<file path="src/rtl/gpu_pkg.sv">
// rtl/gpu_pkg.sv - shared GPU constants, block-address type and fill FSM states
// Purpose: widths of the block grid and colour, the {x, y} block address type,
//          and the state encoding of the block fill sequencer.
// Ports:   none (package).
package gpu_pkg;

  localparam int BLK_X_W = 7;                   // 128 block columns
  localparam int BLK_Y_W = 6;                   // 64 block rows
  localparam int COLOR_W = 12;                  // packed 4:4:4 RGB
  localparam int ADDR_W  = BLK_X_W + BLK_Y_W;
  localparam int CNT_W   = ADDR_W + 1;          // holds the full 8192-block count

  typedef logic [ADDR_W-1:0] blk_addr_t;        // {x, y}

  typedef enum logic [1:0] {
    FILL_IDLE = 2'd0,
    FILL_FILL = 2'd1,
    FILL_DONE = 2'd2
  } fill_state_e;

endpackage

</file>
<file path="src/rtl/block_fill_ctrl_if.sv">
// rtl/block_fill_ctrl_if.sv - command and frame-memory port-A bundle of the block fill sequencer
// Purpose: groups the fill command handshake, the CPU/abort controls and the
//          port-A address/write/colour outputs with status pulses.
// Modports: master - issues commands, observes port A and status
//           slave  - the fill controller
interface block_fill_ctrl_if import gpu_pkg::*; ();

  logic                cmd_valid;
  logic                cmd_ready;
  logic [BLK_X_W-1:0]  cmd_x0;
  logic [BLK_X_W-1:0]  cmd_x1;
  logic [BLK_Y_W-1:0]  cmd_y0;
  logic [BLK_Y_W-1:0]  cmd_y1;
  logic [COLOR_W-1:0]  cmd_color;
  logic                abort;
  logic                cpu_req;
  logic                mem_sel;
  logic                mem_wren;
  blk_addr_t           mem_address;
  logic [COLOR_W-1:0]  fill_color;
  logic                busy;
  logic                done;
  logic                aborted;
  logic                err;
  logic [CNT_W-1:0]    blk_count;

  modport master (
    output cmd_valid, cmd_x0, cmd_x1, cmd_y0, cmd_y1, cmd_color, abort, cpu_req,
    input  cmd_ready, mem_sel, mem_wren, mem_address, fill_color,
           busy, done, aborted, err, blk_count
  );

  modport slave (
    input  cmd_valid, cmd_x0, cmd_x1, cmd_y0, cmd_y1, cmd_color, abort, cpu_req,
    output cmd_ready, mem_sel, mem_wren, mem_address, fill_color,
           busy, done, aborted, err, blk_count
  );

endinterface

</file>
<file path="src/rtl/block_walker.sv">
// rtl/block_walker.sv - rectangle walker producing block addresses, y inner and x outer
// Purpose: holds the rectangle bounds and the current block; steps one block per advance.
// Ports:   clk, clr       clock, synchronous active-high reset
//          load           capture bounds, start at (x0, y0)
//          x0/x1, y0/y1   inclusive rectangle bounds
//          advance        step to the next block
//          addr           current block address {cur_x, cur_y}
//          last           current block is the final one of the rectangle
module block_walker import gpu_pkg::*; (
  input  logic               clk,
  input  logic               clr,
  input  logic               load,
  input  logic               advance,
  input  logic [BLK_X_W-1:0] x0,
  input  logic [BLK_X_W-1:0] x1,
  input  logic [BLK_Y_W-1:0] y0,
  input  logic [BLK_Y_W-1:0] y1,
  output blk_addr_t          addr,
  output logic               last
);

  logic [BLK_X_W-1:0] cur_x;
  logic [BLK_X_W-1:0] lim_x;
  logic [BLK_Y_W-1:0] cur_y;
  logic [BLK_Y_W-1:0] start_y;
  logic [BLK_Y_W-1:0] lim_y;

  always_ff @(posedge clk) begin
    if (clr) begin
      cur_x   <= '0;
      lim_x   <= '0;
      cur_y   <= '0;
      start_y <= '0;
      lim_y   <= '0;
    end else if (load) begin
      cur_x   <= x0;
      lim_x   <= x1;
      cur_y   <= y0;
      start_y <= y0;
      lim_y   <= y1;
    end else if (advance) begin
      if (cur_y == lim_y) begin
        cur_y <= start_y;
        // On the final block x stays at its limit; the controller leaves FILL.
        if (cur_x != lim_x) cur_x <= cur_x + 1'b1;
      end else begin
        cur_y <= cur_y + 1'b1;
      end
    end
  end

  assign last = (cur_x == lim_x) && (cur_y == lim_y);
  assign addr = {cur_x, cur_y};

endmodule

</file>
<file path="src/rtl/block_fill_ctrl.sv">
// rtl/block_fill_ctrl.sv - fills a rectangle of 8x8 frame-memory blocks with one colour
// Purpose: accepts a fill command, then writes one block per cycle on port A,
//          yielding port A to the CPU whenever cpu_req is high.
// Ports:   clk   single clock
//          clr   synchronous active-high reset, beats every other input
//          bus   block_fill_ctrl_if.slave: command handshake, abort, cpu_req,
//                port-A select/write/address/colour, busy/done/aborted/err, blk_count
module block_fill_ctrl import gpu_pkg::*; (
  input logic               clk,
  input logic               clr,
  block_fill_ctrl_if.slave  bus
);

  fill_state_e        state;
  logic [COLOR_W-1:0] color_q;
  logic [CNT_W-1:0]   count_q;
  logic               err_q;
  logic               aborted_q;
  logic               accept;
  logic               bad_cmd;
  logic               write;
  logic               last;

  assign bus.cmd_ready = (state == FILL_IDLE) && !clr;
  assign accept        = bus.cmd_valid && bus.cmd_ready;
  assign bad_cmd       = (bus.cmd_x1 < bus.cmd_x0) || (bus.cmd_y1 < bus.cmd_y0);

  // abort outranks cpu_req, which outranks the write; clr suppresses everything.
  assign write        = (state == FILL_FILL) && !bus.cpu_req && !bus.abort && !clr;
  assign bus.mem_sel  = write;
  assign bus.mem_wren = write;

  block_walker u_walker (
    .clk     (clk),
    .clr     (clr),
    .load    (accept && !bad_cmd),
    .advance (write),
    .x0      (bus.cmd_x0),
    .x1      (bus.cmd_x1),
    .y0      (bus.cmd_y0),
    .y1      (bus.cmd_y1),
    .addr    (bus.mem_address),
    .last    (last)
  );

  always_ff @(posedge clk) begin
    if (clr) begin
      state     <= FILL_IDLE;
      color_q   <= '0;
      count_q   <= '0;
      err_q     <= 1'b0;
      aborted_q <= 1'b0;
    end else begin
      err_q     <= accept && bad_cmd;
      aborted_q <= (state == FILL_FILL) && bus.abort;
      case (state)
        FILL_IDLE: begin
          if (accept && !bad_cmd) begin
            color_q <= bus.cmd_color;
            count_q <= '0;
            state   <= FILL_FILL;
          end
        end
        FILL_FILL: begin
          if (bus.abort) begin
            state <= FILL_IDLE;
          end else if (write) begin
            count_q <= count_q + 1'b1;
            if (last) state <= FILL_DONE;
          end
        end
        FILL_DONE: state <= FILL_IDLE;
        default:   state <= FILL_IDLE;
      endcase
    end
  end

  assign bus.fill_color = color_q;
  assign bus.blk_count  = count_q;
  assign bus.busy       = (state != FILL_IDLE);
  assign bus.done       = (state == FILL_DONE);
  assign bus.err        = err_q;
  assign bus.aborted    = aborted_q;

endmodule
</file>
<file path="src/flat_wrapper.sv">
// flat-port wrapper written by rule: the top's interface ports become plain ports
module block_fill_ctrl_flat import gpu_pkg::*;
  (clk, clr, bus_cmd_valid, bus_cmd_x0, bus_cmd_x1, bus_cmd_y0, bus_cmd_y1, bus_cmd_color, bus_abort, bus_cpu_req, bus_cmd_ready, bus_mem_sel, bus_mem_wren, bus_mem_address, bus_fill_color, bus_busy, bus_done, bus_aborted, bus_err, bus_blk_count);
  block_fill_ctrl_if bus_i ();
  input logic clk;
  input logic clr;
  input wire logic [$bits(bus_i.cmd_valid)-1:0] bus_cmd_valid;
  input wire logic [$bits(bus_i.cmd_x0)-1:0] bus_cmd_x0;
  input wire logic [$bits(bus_i.cmd_x1)-1:0] bus_cmd_x1;
  input wire logic [$bits(bus_i.cmd_y0)-1:0] bus_cmd_y0;
  input wire logic [$bits(bus_i.cmd_y1)-1:0] bus_cmd_y1;
  input wire logic [$bits(bus_i.cmd_color)-1:0] bus_cmd_color;
  input wire logic [$bits(bus_i.abort)-1:0] bus_abort;
  input wire logic [$bits(bus_i.cpu_req)-1:0] bus_cpu_req;
  output wire logic [$bits(bus_i.cmd_ready)-1:0] bus_cmd_ready;
  output wire logic [$bits(bus_i.mem_sel)-1:0] bus_mem_sel;
  output wire logic [$bits(bus_i.mem_wren)-1:0] bus_mem_wren;
  output wire logic [$bits(bus_i.mem_address)-1:0] bus_mem_address;
  output wire logic [$bits(bus_i.fill_color)-1:0] bus_fill_color;
  output wire logic [$bits(bus_i.busy)-1:0] bus_busy;
  output wire logic [$bits(bus_i.done)-1:0] bus_done;
  output wire logic [$bits(bus_i.aborted)-1:0] bus_aborted;
  output wire logic [$bits(bus_i.err)-1:0] bus_err;
  output wire logic [$bits(bus_i.blk_count)-1:0] bus_blk_count;
  assign bus_i.cmd_valid = bus_cmd_valid;
  assign bus_i.cmd_x0 = bus_cmd_x0;
  assign bus_i.cmd_x1 = bus_cmd_x1;
  assign bus_i.cmd_y0 = bus_cmd_y0;
  assign bus_i.cmd_y1 = bus_cmd_y1;
  assign bus_i.cmd_color = bus_cmd_color;
  assign bus_i.abort = bus_abort;
  assign bus_i.cpu_req = bus_cpu_req;
  assign bus_cmd_ready = bus_i.cmd_ready;
  assign bus_mem_sel = bus_i.mem_sel;
  assign bus_mem_wren = bus_i.mem_wren;
  assign bus_mem_address = bus_i.mem_address;
  assign bus_fill_color = bus_i.fill_color;
  assign bus_busy = bus_i.busy;
  assign bus_done = bus_i.done;
  assign bus_aborted = bus_i.aborted;
  assign bus_err = bus_i.err;
  assign bus_blk_count = bus_i.blk_count;
  block_fill_ctrl u_core (.clk(clk), .clr(clr), .bus(bus_i));
endmodule
</file>
<file path="config.mk">
export PLATFORM = sky130hd
export DESIGN_NAME = block_fill_ctrl_flat
export DESIGN_NICKNAME = d
export VERILOG_FILES = /design/src/rtl/gpu_pkg.sv /design/src/rtl/block_fill_ctrl_if.sv /design/src/rtl/block_walker.sv /design/src/rtl/block_fill_ctrl.sv /design/src/flat_wrapper.sv
export SDC_FILE = /design/constraint.sdc
export NUM_CORES = 1
export LEC_CHECK = 0
export CAP_MARGIN = 30
export CORE_ASPECT_RATIO = 1.1
export CORE_MARGIN = 2
export CORE_UTILIZATION = 57
export DETAILED_ROUTE_END_ITERATION = 8
export DONT_BUFFER_PORTS = 1
export PLACE_DENSITY = 0.73
export SETUP_SLACK_MARGIN = 0.5
export SLEW_MARGIN = 0
export SYNTH_ARGS = -nofsm -noshare
export SYNTH_HDL_FRONTEND = slang
export SYNTH_SLANG_ARGS = --single-unit
</file>
<file path="constraint.sdc">
create_clock -name clk -period 2.1 [get_ports clk]
set_input_delay 0.42 -clock clk [delete_from_list [all_inputs] [get_ports clk]]
set_output_delay 0.42 -clock clk [all_outputs]
set_load 0.1 [all_outputs]
</file>
======== Word-level counts from Yosys, hierarchy flattened ========
Index checks and enable logic that the tools add are counted.
cells by class
  divide/modulo/power cells ............... 0
  bitwise operators ....................... 0
  $lt $le $gt $ge ......................... 2
  eq/ne operators ......................... 10
  shift operators ......................... 0
  reduce and logical (&&, ||, !) cells .... 24
  multiply operators ...................... 0
  muxes and demuxes ....................... 16
  add/sub/neg operators ................... 3
operators by type and width
  kind                                                                     count
  14-bit 2-to-1 mux                                                        3
  7-bit 2-to-1 mux                                                         4
  14-bit one-hot mux with 2 select lines                                   1
  6-bit 2-to-1 mux                                                         3
  14-bit by 1-bit adder with 14-bit output, second input constant          1
  2-bit nonzero test                                                       5
  1-bit logical AND                                                        9
  2-bit 2-to-1 mux                                                         4
  7-bit by 1-bit adder with 7-bit output, second input constant            1
  7-bit == test                                                            1
  7-bit < comparator                                                       1
  7-bit inequality test                                                    1
  6-bit by 1-bit adder with 6-bit output, second input constant            1
  6-bit == test                                                            1
  6-bit < comparator                                                       1
  2-bit inequality test, second input constant                             3
  3-bit AND reduction                                                      2
  1-bit zero test                                                          4
  2-bit one-hot mux with 2 select lines                                    1
  4-bit AND reduction                                                      1
  3-bit by 2-bit inequality test with 1-bit output, second input constant  1
  3-bit inequality test, second input constant                             1
  2-bit by 1-bit == test with 1-bit output, second input constant          1
  2-bit == test, second input constant                                     1
  3 further kinds                                                          3
storage, ports and cells
  bits of input ports ..................... 43
  bits in latches ......................... 0
  flip-flop bits (word level) ............. 62
  output and inout port bits .............. 46
  memory bits (writable) .................. 0
  memories kept ........................... 0
  word-level logic and storage cells ...... 65
  memory bits (read-only) ................. 0

======== Depth between registers and ports, before layout ========
  depth after elaboration ................. 7
  mapped depth ............................ 10
  mapped depth without buffers ............ 8

======== Modules after synthesis ========
A second synthesis with hierarchy kept.
second synthesis, totals
  cell total of the unflattened synthesis .. 379
  area total of the unflattened synthesis .. 3,400.8 µm²
by module, submodules not included
  module           cells each  instances  area each (µm²)  seq. area each (µm²)
  block_fill_ctrl  199         1          1,783.0          600.6
  block_walker     180         1          1,617.8          640.6

======== Worst setup path after synthesis ========
No wires, ideal clock.
  path type ............................... register to register
  from .................................... reg u_core.state[0]
  to ...................................... reg u_core.count_q[8] (netlist: u_core.bus.blk_count[8])
  buffers on the path ..................... 1
  data required time ...................... 1.919 ns
  cell stages (with the launch flop) ...... 8
  setup time .............................. 0.181 ns
  arrival time ............................ 3.100 ns
  period minus slack after synthesis ...... 3.282 ns
  setup slack ............................. -1.182 ns
  cells stage by stage .................... dfxtp_1 > or2_2 > nor2_1 > and2_1 > nand3_1 > nand2_1 > buf_2 > a311oi_1
on the way
  longest elaborated chain between the ends .. 6
  elaborated cells between the ends (all ways) .. 14
  classes of those cells .................. 4 x eq/ne; 1 x mux; 9 x reduce/logical
ends and longest elaborated chain
  item                                    RTL line               source
  from (decl)                             block_fill_ctrl.sv:14  fill_state_e state;
  from (signal assigned)                  block_fill_ctrl.sv:48  state <= FILL_IDLE;
  from (signal assigned)                  block_fill_ctrl.sv:61  state <= FILL_FILL;
  from (signal assigned)                  block_fill_ctrl.sv:66  state <= FILL_IDLE;
  2-bit zero test                         block_fill_ctrl.sv:24  assign bus.cmd_ready = (state == FILL_IDLE) && !clr;
  1-bit logical AND                       block_fill_ctrl.sv:24
  named net bus_cmd_ready                 flat_wrapper.sv:15     output wire logic [$bits(bus_i.cmd_ready)-1:0] bus_cmd_ready;
  1-bit logical AND                       block_fill_ctrl.sv:25  assign accept = bus.cmd_valid && bus.cmd_ready;
  1-bit logical AND                       block_fill_ctrl.sv:58  if (accept && !bad_cmd) begin
  2-bit inequality test (no source line)  --
  4-bit AND reduction (no source line)    --
  to (signal assigned)                    block_fill_ctrl.sv:68  count_q <= count_q + 1'b1;
  to (decl)                               block_fill_ctrl.sv:16  logic [CNT_W-1:0] count_q;
The timed path passes the listed nets, and every way through them passes these cells.
A chain may end at the register's enable or synchronous reset.

======== Final worst setup path ========
  from .................................... reg u_core.u_walker.cur_y[1]
  to ...................................... reg u_core.u_walker.cur_y[4]
on the way
  longest elaborated chain between the ends .. 4
  elaborated cells between the ends (all ways) .. 5
  classes of those cells .................. 1 x add/sub; 1 x eq/ne; 3 x mux
ends and longest elaborated chain
  item                                                                     RTL line                                source
  from (decl)                                                              block_walker.sv:24                      logic [BLK_Y_W-1:0] cur_y;
  from (signal assigned)                                                   block_walker.sv:38                      cur_y <= y0;
  from (signal assigned)                                                   block_walker.sv:43                      cur_y <= start_y;
  from (signal assigned)                                                   block_walker.sv:47                      cur_y <= cur_y + 1'b1;
  6-bit by 1-bit adder with 6-bit output or 6-bit == test (tied branches)  block_walker.sv:47, block_walker.sv:42
  6-bit 2-to-1 mux (*)                                                     block_walker.sv:42                      if (cur_y == lim_y) begin
  6-bit 2-to-1 mux (*)                                                     block_walker.sv:41                      end else if (advance) begin
  6-bit 2-to-1 mux (*)                                                     block_walker.sv:35                      end else if (load) begin
Every way passes the cells marked *; elsewhere a longest branch is shown, timed or not. The select of a mux whose other input is x is not followed.

==> results.toml <==
[global_route]
grt_remaining_overflow = 0
grt_max_degree = 66
grt_usage_pct = 37.02
antenna_found_initial = 1
grt_pass1_wl_um = 16760
grt_pass1_vias = 3500

[timing]
slew_headroom_pct = 47.96
worstMarginPinSlew_ns = 0.7790
min_period_ns = 2.296
fmax_mhz = 435.5
fin_setup_tns_ns = -0.4288
timing.final.crit_share_pct = 109.3
skew_ns = 0.02668
setup_viol = 7
hold_violations = 0
rsz0062_at_grt = "yes"
setup_ws_ns = -0.1960
maxSlewViolCount = 0

[routing]
wl_per_cell_um = 28.83
drt-pass1-iter-count = 6
drc = 0
drt_iter0_drc = 659
drt-total-wl_um = 16520
dr_total_vias = 4205
via_per_inst = 7.339
ant_nets = 0

[clock_tree]
clock_latency_ns = 0.38
numCtsBuffers = 9
tritoncts = "yes"
path_clk_slew_ns = 0.08
h-tree-depth = 3
postCtsHoldBufs = 0
clock_sinks = 62
clock_path_buffers = 2
root_buffer = "clkbuf_8"

[die]
io_pins = 89
fp.dieH_um = 81.95
num_rows = 28
die_w_um = 74.86
core-area_sq_um = 5360
fp.dieArea_sq_um = 6134
initial_core_util_pct = 58.73

[yosys]
synth_top_family_by_area = "simple AND/OR/NAND/NOR gates"
synth_seq_cells = 62
synth_edf_count = 0
synth_xor_area_share_pct = 3.895
syn_nets = 454
synthesis.area_sq_um = 3148
ys_types = 47
synth_compound_area_share_pct = 19.91
synth_ff_type = "dfxtp_1"
synth_fa_ha_area_share_pct = 5.564
yosys.area_share.simple_pct = 25.79
synth_warnings = 0
synth-async-reset-ratio_pct = 0
synthMuxAreaShare_pct = 0.3180
avgSynthCellArea_sq_um = 7.930
seq_area_frac_synth_pct = 39.43
syn_inst = 397

[min_path]
hold_depth = 1
min-delay-start = "clr"
min_to = "u_core.bus.fill_color[6]"
hold_class = "in -> reg"

[run_status]
outcome = "finished, violations left"
violations = "negative setup slack"

[pwr]
peakVddDrop_mv = 0.8159
power.density_nw_per_um2 = 587.7
finalPower_w = 0.003052
leakagePower_nw = 2.142

[placement]
place_inst = 508
io_buffers = 0
hpwlAfterDp_um = 5626
routabilityCongestion = 0.8313
post_dp_cell_area_sq_um = 3672

[finish]
multi_input_area_sq_um = 2444
layout_commonest_cell = "buf_4"
final_util_pct = 96.90
fill_cells = 91
final_cell_mix = "buf_4, nand2_1, dfxtp_1, a21oi_2, buf_6"
final_nets = 551
seqCellArea_sq_um = 1284
antenna_cells = 0
drive_above_1_share_pct = 53.21
stdcell_area_sq_um = 5194
stdcell_count = 573
syn_to_final_growth_pct = 64.98

[critical_path]
startpoint_type = "flop"
reg2reg_slack_ns = -0.20
crit_path_max_fanout = 7
reg2reg_depth = 7
cp.required_ns = 2.36
end_kind = "flop"
timing.rr.start = "u_core.u_walker.cur_y[1]"
critPathKind = "reg -> reg"
r2r-end = "u_core.u_walker.cur_y[4]"
cp_data_arrival_time_ns = 2.55

[job]
cap_violations = 0
layout make-up:
class,count,share of cell area [%]
Tap cell,75,1.807
Clock buffer,13,3.879
Inverter,12,1.012
Multi-Input combinational cell,304,47.05
Clock inverter,2,0.1927
Timing Repair Buffer,105,21.34
Sequential cell,62,24.72
where the power goes:
| part | leakage (nW) | switching [W] | internal (W) | total (W) |
|---|---|---|---|---|
| logic | 1.52 | 0.000421 | 0.000228 | 0.000648 |
| clock network | 0.112 | 0.000558 | 0.000628 | 0.00119 |
| registers | 0.513 | 0.0000224 | 0.00120 | 0.00122 |
| total | 2.14 | 0.00100 | 0.00205 | 0.00305 |
stage by stage:
stage,worst slack [ns],hold slack (ns)
global route,-0.1760,0.1062
floorplan,-0.06002,0.4319
CTS,0.01669,0.1257
detailed placement,-0.03031,0.4446
finish,-0.1960,0.1120
global placement,0.04108,0.4333
worst max path at each step:
stage                          endpoint                     start  cells after the start
3_5_place_dp   u_core.u_walker.cur_x[2]                 bus_abort                      6
4_1_cts                     bus_mem_sel           u_core.state[1]                      4
5_1_grt        u_core.u_walker.cur_y[4]  u_core.u_walker.cur_y[1]                      7
3_3_place_gp   u_core.u_walker.cur_x[2]                 bus_abort                      6
2_1_floorplan  u_core.u_walker.lim_y[4]           u_core.state[1]                      8
6_report       u_core.u_walker.cur_y[4]  u_core.u_walker.cur_y[1]                      7
worst max-delay path, stage by stage (launching register included):
cell and delay, ns:
dfxtp_4 0.38, xor2_1 0.16, nor4_2 0.39, and2_1 0.43, buf_4 0.23, and3_1 0.20, a211oi_1 0.08, a211oi_1 0.30
synth_stat cells, drive strengths merged (2+ instances only):
cell     n  area, sq um
nand2   84        315.3
dfxtp   62         1241
a21oi   50        250.2
nor2    20        75.07
nand3   16        80.08
ha      14        175.2
and3    13        81.33
o21ai   13        65.06
buf     12        73.81
inv     12        45.04
clkbuf  11        41.29
xor2    10        87.58
a311oi   9        78.83
nand2b   9        63.81
a211oi   6        45.04
and2     4        25.02
nor3     4        31.28
nor3b    4        30.03
o21a     4        30.03
xnor2    4        35.03
a31oi    3        18.77
nand3b   3        22.52
nand4    3        18.77
o311ai   3        26.28
or3      3        18.77
a21o     2        15.01
a221oi   2        17.52
nor4     2        18.77
o211ai   2        15.01
state kept, by name (all words and copies together), names as in the netlist:
name,cells
u_core.bus.blk_count,14
u_core.bus.fill_color,12
u_core.u_walker.cur_x,7
u_core.u_walker.lim_x,7
u_core.u_walker.cur_y,6
u_core.u_walker.lim_y,6
u_core.u_walker.start_y,6
u_core.state,2
u_core.bus.aborted,1
u_core.bus.err,1
kinds of logic after synthesis:
logic type / Yosys count
buffers and inverters: 35
AOI/OAI and AO/OA: 102
DFF: 62
and+or+nand+nor: 169
xor gates and xnor gates: 14
muxes: 1
adders and majority gates: 14
layer usage:
metal / up-vias / part of all wire [%] / wire length (um) / global-route usage (%)
met5: - / 0 / 0 / 0
met3: 220 / 13 / 2088 / 11.04
met1: 1893 / 30 / 4982 / 39.36
met4: 0 / 11 / 1853 / 25.18
li1: 1602 / - / - / -
met2: 490 / 46 / 7595 / 62.19
what timing repair did:
item / 4_1_cts / 5_1_grt
endpoints found under the setup margin: 64 / 65
cloned: 8 / 0
buffers inserted: 22 / 20
resized for setup: 85 / 116
pin swaps: 54 / 62
Power figures use the tool's default switching activity.
